**config.mk**
```make
export PLATFORM = sky130hd
export DESIGN_NAME = pe_result_collector
export DESIGN_NICKNAME = d
export VERILOG_FILES = /design/src/rtl/pe_result_collector.sv
export SDC_FILE = /design/constraint.sdc
export NUM_CORES = 1
export LEC_CHECK = 0
export ABC_AREA = 1
export BUFFER_PORTS_ARGS = -buffer_cell sky130_fd_sc_hd__buf_2
export CAP_MARGIN = 20
export CORE_MARGIN = 2
export CORE_UTILIZATION = 40
export CTS_CLUSTER_DIAMETER = 50
export DETAILED_ROUTE_END_ITERATION = 16
export HOLD_SLACK_MARGIN = 0.06
export MAX_ROUTING_LAYER = met4
export PLACE_DENSITY_LB_ADDON = 0.15
export SLEW_MARGIN = 20
export SYNTH_ARGS = -nofsm -noshare
export SYNTH_HDL_FRONTEND = slang
export SYNTH_SLANG_ARGS = --single-unit
export TNS_END_PERCENT = 10
```
**constraint.sdc**
```tcl
create_clock -name clk -period 2.8 [get_ports clk]
set_input_delay 0.42 -clock clk [delete_from_list [all_inputs] [get_ports clk]]
set_output_delay 0.42 -clock clk [all_outputs]
set_load 0.01 [all_outputs]
```
**src/rtl/pe_result_collector.sv**
```systemverilog
// pe_result_collector: drains finished sums from a row of pe lanes.
// Each lane's 36-bit sum is latched on its calc_done pulse, then pending
// results are serialized lowest-lane-first onto one valid/ready stream,
// tagged with the lane index.
// Optional feature macro: COLLECTOR_SAT16_EN. When defined, each word is
// arithmetic-shifted right by SHIFT, saturated to signed 16 bits and
// sign-extended back to 36 bits; otherwise the raw sum is passed through.
module pe_result_collector #(
   parameter int N_LANES = 4,
   parameter int IDX_W   = 2,
   parameter int SHIFT   = 8
) (
   input  logic                    clk,
   input  logic                    rst_n,
   input  logic                    en,
   input  logic [36*N_LANES-1:0]   sum_in,
   input  logic [N_LANES-1:0]      calc_done_in,
   output logic [35:0]             out_data,
   output logic [IDX_W-1:0]        out_idx,
   output logic                    out_valid,
   input  logic                    out_ready,
   output logic                    overflow,
   output logic                    busy
);

   localparam logic [1:0] IDLE     = 2'd0;
   localparam logic [1:0] LOAD     = 2'd1;
   localparam logic [1:0] WAIT_ACK = 2'd2;

   logic [1:0]         state;
   logic [35:0]        hold [N_LANES];
   logic [N_LANES-1:0] pending;

   logic [IDX_W-1:0]   sel_idx;
   logic [35:0]        sel_word;
   logic [N_LANES-1:0] sel_mask;
   logic [35:0]        load_value;
   logic               load_now;
   logic [N_LANES-1:0] clear_mask;
   logic [N_LANES-1:0] capture;
   logic [N_LANES-1:0] cap_mask;
   logic               ovf_hit;

   // Priority encoder: pick the lowest pending lane and its held word.
   always_comb begin
      sel_idx  = '0;
      sel_word = '0;
      sel_mask = '0;
      for (int k = N_LANES - 1; k >= 0; k--) begin
         if (pending[k]) begin
            sel_idx     = IDX_W'(k);
            sel_word    = hold[k];
            sel_mask    = '0;
            sel_mask[k] = 1'b1;
         end
      end
   end

`ifdef COLLECTOR_SAT16_EN
   logic signed [35:0] shifted;

   // Scale the selected word down and clamp it into the signed 16-bit range.
   always_comb begin
      shifted = $signed(sel_word) >>> SHIFT;
      if (shifted > 36'sd32767)
         load_value = 36'h0_0000_7FFF;
      else if (shifted < -36'sd32768)
         load_value = 36'hF_FFFF_8000;
      else
         load_value = shifted;
   end
`else
   // Raw passthrough of the selected lane's sum.
   always_comb begin
      load_value = sel_word;
   end
`endif

   // A load happens from IDLE directly (giving two-cycle latency) or from LOAD
   // after a completed handshake; both act identically when work is pending.
   always_comb begin
      load_now   = en && (|pending) && ((state == IDLE) || (state == LOAD));
      clear_mask = load_now ? sel_mask : '0;
      capture    = en ? calc_done_in : '0;
      cap_mask   = capture & (~pending | clear_mask);
      ovf_hit    = |(capture & pending & ~clear_mask);
   end

   // Per-lane holding registers and pending flags; a lane being loaded this
   // cycle may be refilled in the same cycle without counting as overflow.
   always_ff @(posedge clk or negedge rst_n) begin
      if (!rst_n) begin
         pending  <= '0;
         overflow <= 1'b0;
         for (int k = 0; k < N_LANES; k++) hold[k] <= '0;
      end else begin
         pending <= (pending & ~clear_mask) | cap_mask;
         if (ovf_hit) overflow <= 1'b1;
         for (int k = 0; k < N_LANES; k++) begin
            if (cap_mask[k]) hold[k] <= sum_in[36*k +: 36];
         end
      end
   end

   // Output FSM: load a word, hold it until accepted, then fetch the next one.
   always_ff @(posedge clk or negedge rst_n) begin
      if (!rst_n) begin
         state     <= IDLE;
         out_data  <= '0;
         out_idx   <= '0;
         out_valid <= 1'b0;
      end else if (en) begin
         case (state)
            IDLE, LOAD: begin
               if (|pending) begin
                  out_data  <= load_value;
                  out_idx   <= sel_idx;
                  out_valid <= 1'b1;
                  state     <= WAIT_ACK;
               end else begin
                  out_valid <= 1'b0;
                  state     <= IDLE;
               end
            end
            WAIT_ACK: begin
               if (out_ready) begin
                  out_valid <= 1'b0;
                  state     <= (|pending) ? LOAD : IDLE;
               end
            end
            default: begin
               out_valid <= 1'b0;
               state     <= IDLE;
            end
         endcase
      end
   end

   assign busy = (|pending) | out_valid;

endmodule

```
Yosys cells after proc, flatten, opt, wreduce, memory -nomap -nowiden
Cells that the tools add are included.
W data, S select, Z words.
Storage, ports and cells
  flip-flop bits (word level): 190
  input port bits: 152
  output and inout port bits: 41
  word-level logic and storage cells: 52
Operators by class
  equality and inequality tests: 3
  muxes and demuxes: 21
  bitwise gates (word level): 9
  reductions and logical operators: 9
Operator list (count)
  $mux W36: 4
  $mux W4: 6
  $and A4 B4 Y4: 4
  $mux W2: 6
  $not A4 Y4: 2
  $or A4 B4 Y4: 2
  $reduce_or A4 Y1: 2
  $pmux W2 S2: 1
  $mux W1: 3
  $reduce_and A3 Y1: 1
  $eq A2 B1 Y1 const B: 1
  $eq A2 B2 Y1 const B: 1
  $logic_and A1 B1 Y1: 2
  $logic_not A2 Y1: 1
  $ne A2 B2 Y1 const B: 1
  $pmux W1 S2: 1
  $reduce_and A2 Y1: 1
  $reduce_or A2 Y1: 1
  $logic_or A1 B1 Y1: 1
  $or A1 B1 Y1: 1

Logic depth before layout (Yosys ltp)
  word-level depth: 8
  depth in mapped cells: 9

Worst setup path before layout
Ideal clock, no wire load.
  path type: in2reg
  start: input en
  end: register hold[100] (netlist name)
  library setup time: 0.117 ns
  arrival: 1.286 ns
  required time: 2.683 ns
  path slack: 1.397 ns
  stages: 9
  path through: buf_4 > inv_2 > nor2_4 > nand3_1 > nand2_1 > nand2_1 > buf_2 > nand2_1 > nand2_1
On the way
  cells in the longest elaborated chain, start to end: 5
RTL lines
  from (decl): line 15  | input logic en,
  $logic_and A1 B1 Y1 (2 in a row): line 82  | load_now = en && (|pending) && ((state == IDLE) || (state == LOAD));
  $mux W4: line 83  | clear_mask = load_now ? sel_mask : '0;
  $or A4 B4 Y4: line 85  | cap_mask = capture & (~pending | clear_mask);
  $and A4 B4 Y4 (*): line 85
  to (signal, indexed assignment): line 100  | if (cap_mask[k]) hold[k] <= sum_in[36*k +: 36];
  to (decl): line 31  | logic [35:0] hold [N_LANES];
Every way passes the cells marked *; elsewhere a longest branch is shown, timed or not.
A chain may end at the register's enable or synchronous reset.

Worst setup path in the final report
  start: register pending[3]
  end: register hold[133] (netlist name)
On the way
  cells in the longest elaborated chain, start to end: 6
RTL lines
  from (decl): line 32  | logic [N_LANES-1:0] pending;
  from (signal assigned): line 97  | pending <= (pending & ~clear_mask) | cap_mask;
  $reduce_or A4 Y1: line 82
  $logic_and A1 B1 Y1 (2 in a row): line 82
  $mux W4: line 83
  $or A4 B4 Y4: line 85
  $and A4 B4 Y4: line 85
No other way between the ends.

==> metrics.cfg <==
[run_status]
run_status=completed

[clock_tree]
clk_latency_ns=0.43
cts_tree=done
cts_setup_buffers=0
holdBufCountCts=1
cts_resized=0
numCtsBuffers=17
htreeDepth=4
cts_buffer_depth=2
cts_root_buf=clkbuf_16
cts.clk_slew.worst_paths_ns=0.07
clock_sinks=190

[synth]
ys.warnings.count=0
synth_cells=1037
avgSynthCellArea_sq_um=8.12
synth_xor_area_share_pct=0
synth-main-ff-cell=dfrtp_1
synthesis.nets=1189
synth-edff-count=0
async_flop_share_pct=100
synthSimpleGateAreaFrac_pct=31.7
ys_types=23
yosysSeqAreaShare_pct=56.5
synth_mux_area_share_pct=0
synth_fa_ha_area_share_pct=0
syn_area_sq_mm=0.00842
synth_compound_area_share_pct=5.39
synth_top_family_by_area=simple AND/OR/NAND/NOR gates
synth-seq-cells=190

[die]
coreArea_sq_mm=0.0208
start_util_pct=40.4
die_w_microns=149
dieArea_sq_mm=0.0222
num_io_pins=193
die_h_microns=149
rows=53

[routing]
vias=7294
drc=0
drt_iter0_drc=408
met1_length_microns=10800
top_layer_used=met4
drt-total-wl_microns=24300
post_drt_via_cell_ratio=4.89
dr.pass1.iters=5
wire_per_inst_microns=16.2
dr_wl_met3_microns=1260
antenna_left=0
dr_wl_met2_microns=12000

[setup_path]
worstSetupPathType=reg -> reg
end_kind=flop
cp_data_required_time_ns=3.17
critical_path_peak_fanout=36
slowest_delay_ns=0.62
reg2reg_depth=7
path_common_cell=nand2_1
crit_path_cell_trace=nor2_1 -> nand2_1 -> nand2_2 -> nand2_1 -> nand2_2 -> nand2_1 -> nand2_1
slowest_stage=nand2_2
cp-start-kind=flop
arrival_ns=2.66

[timing]
tns_ns=0
slew_violations=0
hold_violations=0
fin_ws_ns=0.510
worst_pin_slew_ns=0.747
setup_viol=0
rsz0062_at_grt=false
post-route-period-util_pct=81.8
slew_headroom_pct=50.1
final.setup_skew_ns=0.0110
fin_crit_ns=2.29
max_freq_mhz=437

[global_route]
grt_max_degree=73
antenna_found_initial=0
grt_pass1_wl_microns=38100
grt_use_total_pct=23.4
overflow=0
grt_pass1_vias=7065

[finish]
drive_above_1_share_pct=21.0
nFillCells=2158
layout_common_cells=nand2_1 (418), buf_2 (191), dfrtp_1 (190), nand3_1 (149), nor2_1 (74)
finalNonFillerCells=1493
num_antenna_cells=0
layout_commonest_cell=nand2_1
syn2layout_area_growth_pct=20.8
multi_input_area_sq_mm=0.00312
regArea_sq_mm=0.00475
num-nets-final=1357

[power_and_ir_drop]
leakage_nw=5.45
p_seq_share_pct=47.6
vdd_drop_max_v=0.000383
p_int_mw=6.42
pwr-share-comb_pct=27.5
netSwitchingPower_mw=3.48
swShare_pct=35.2
pwr-share-clk_pct=25.0
p_per_area_mw_per_mm2=973

[placement]
pre_cts_slack_ns=0.486
dp.cells=1460
dpl.hpwl_microns=16900
port-buffer-count=192
gp_congestion=0.846

[min_path]
whs_path_depth=3
min_path_type=in -> reg

[run]
drv_cap=0

[metal layers]
metal / vias to the layer above / GRT usage [%]
met3: 23 / 3.79
met5: - / -
met4: 0 / 6.05
li1: 3641 / -
met2: 210 / 38.2
met1: 3420 / 30.6
[worst paths after layout]
check / from / end / slack, ns
hold / removal: sum_in[30] / hold[138] / 0.21
max in group asynchronous: rst_n / out_data[27] / 1.46
hold reg to reg: hold[124] / hold[124] / 0.47
setup / recovery: pending[3] / hold[133] / 0.51
setup reg to reg: pending[3] / hold[133] / 0.51
min in group asynchronous: rst_n / hold[79] / 0.54
[synthesized netlist by cell type (2+ instances only)]
master | instances | area (sq um)
a31oi_1 | 36 | 225
buf_1 | 8 | 30.0
buf_2 | 36 | 180
buf_4 | 10 | 75.1
buf_6 | 3 | 33.8
clkbuf_1 | 9 | 33.8
dfrtp_1 | 190 | 4750
inv_1 | 48 | 180
inv_2 | 3 | 11.3
nand2_1 | 418 | 1570
nand2_2 | 3 | 18.8
nand3_1 | 149 | 746
nor2_1 | 74 | 278
nor2_4 | 3 | 33.8
o21ai_0 | 9 | 45.0
o21ai_1 | 30 | 150
o31ai_1 | 2 | 15.0
[critical path: cells and delay by family (launching register included)]
family,cells,cell delay [ns]
and+or+nand+nor,7,1.78
DFF,1,0.42
[state kept, by name, summed over array words and instances, names as in the netlist]
name	flops
hold	144
out_data	36
pending	4
out_idx	2
state	2
out_valid	1
overflow	1
[through the flow]
| stage | area, sq um | power (mW) | hold slack, ns | util [%] |
|---|---|---|---|---|
| 2_1_floorplan | 8420 | 6.40 | 0.124 | - |
| 3_5_place_dp | 9560 | 7.50 | 0.449 | 45.9 |
| 3_3_place_gp | 9560 | 7.44 | 0.445 | 45.9 |
| 6_report | 10200 | 9.89 | 0.211 | 48.8 |
| 4_1_cts | 10200 | 10.0 | 0.196 | 48.8 |
| 5_1_grt | 10200 | 10.6 | 0.210 | 48.8 |
[cells by family (layout without fill, tap and decap cells)]
group,count (synthesis),count (layout)
AO/OA/AOI/OAI,80,80
flip-flops,190,190
buffers and inverters,117,298
AND/OR/NAND/NOR,650,650
[power by group through the flow]
stage | clock network [mW] | registers, mW | logic (mW)
2_1_floorplan | 0 | 4.66 | 1.74
3_3_place_gp | 0 | 4.74 | 2.69
3_5_place_dp | 0 | 4.74 | 2.76
4_1_cts | 2.52 | 4.71 | 2.77
5_1_grt | 2.64 | 4.84 | 3.14
6_report | 2.47 | 4.71 | 2.72
[area by class of cell]
cell class	instances	area share, %
Sequential cell	190	46.7
Tap cell	275	3.38
Multi-Input combinational cell	730	30.7
Clock buffer	21	4.63
Clock inverter	11	1.29
Timing Repair Buffer	215	11.4
Inverter	51	1.88
No activity file was read; power rests on OpenSTA's default activity.
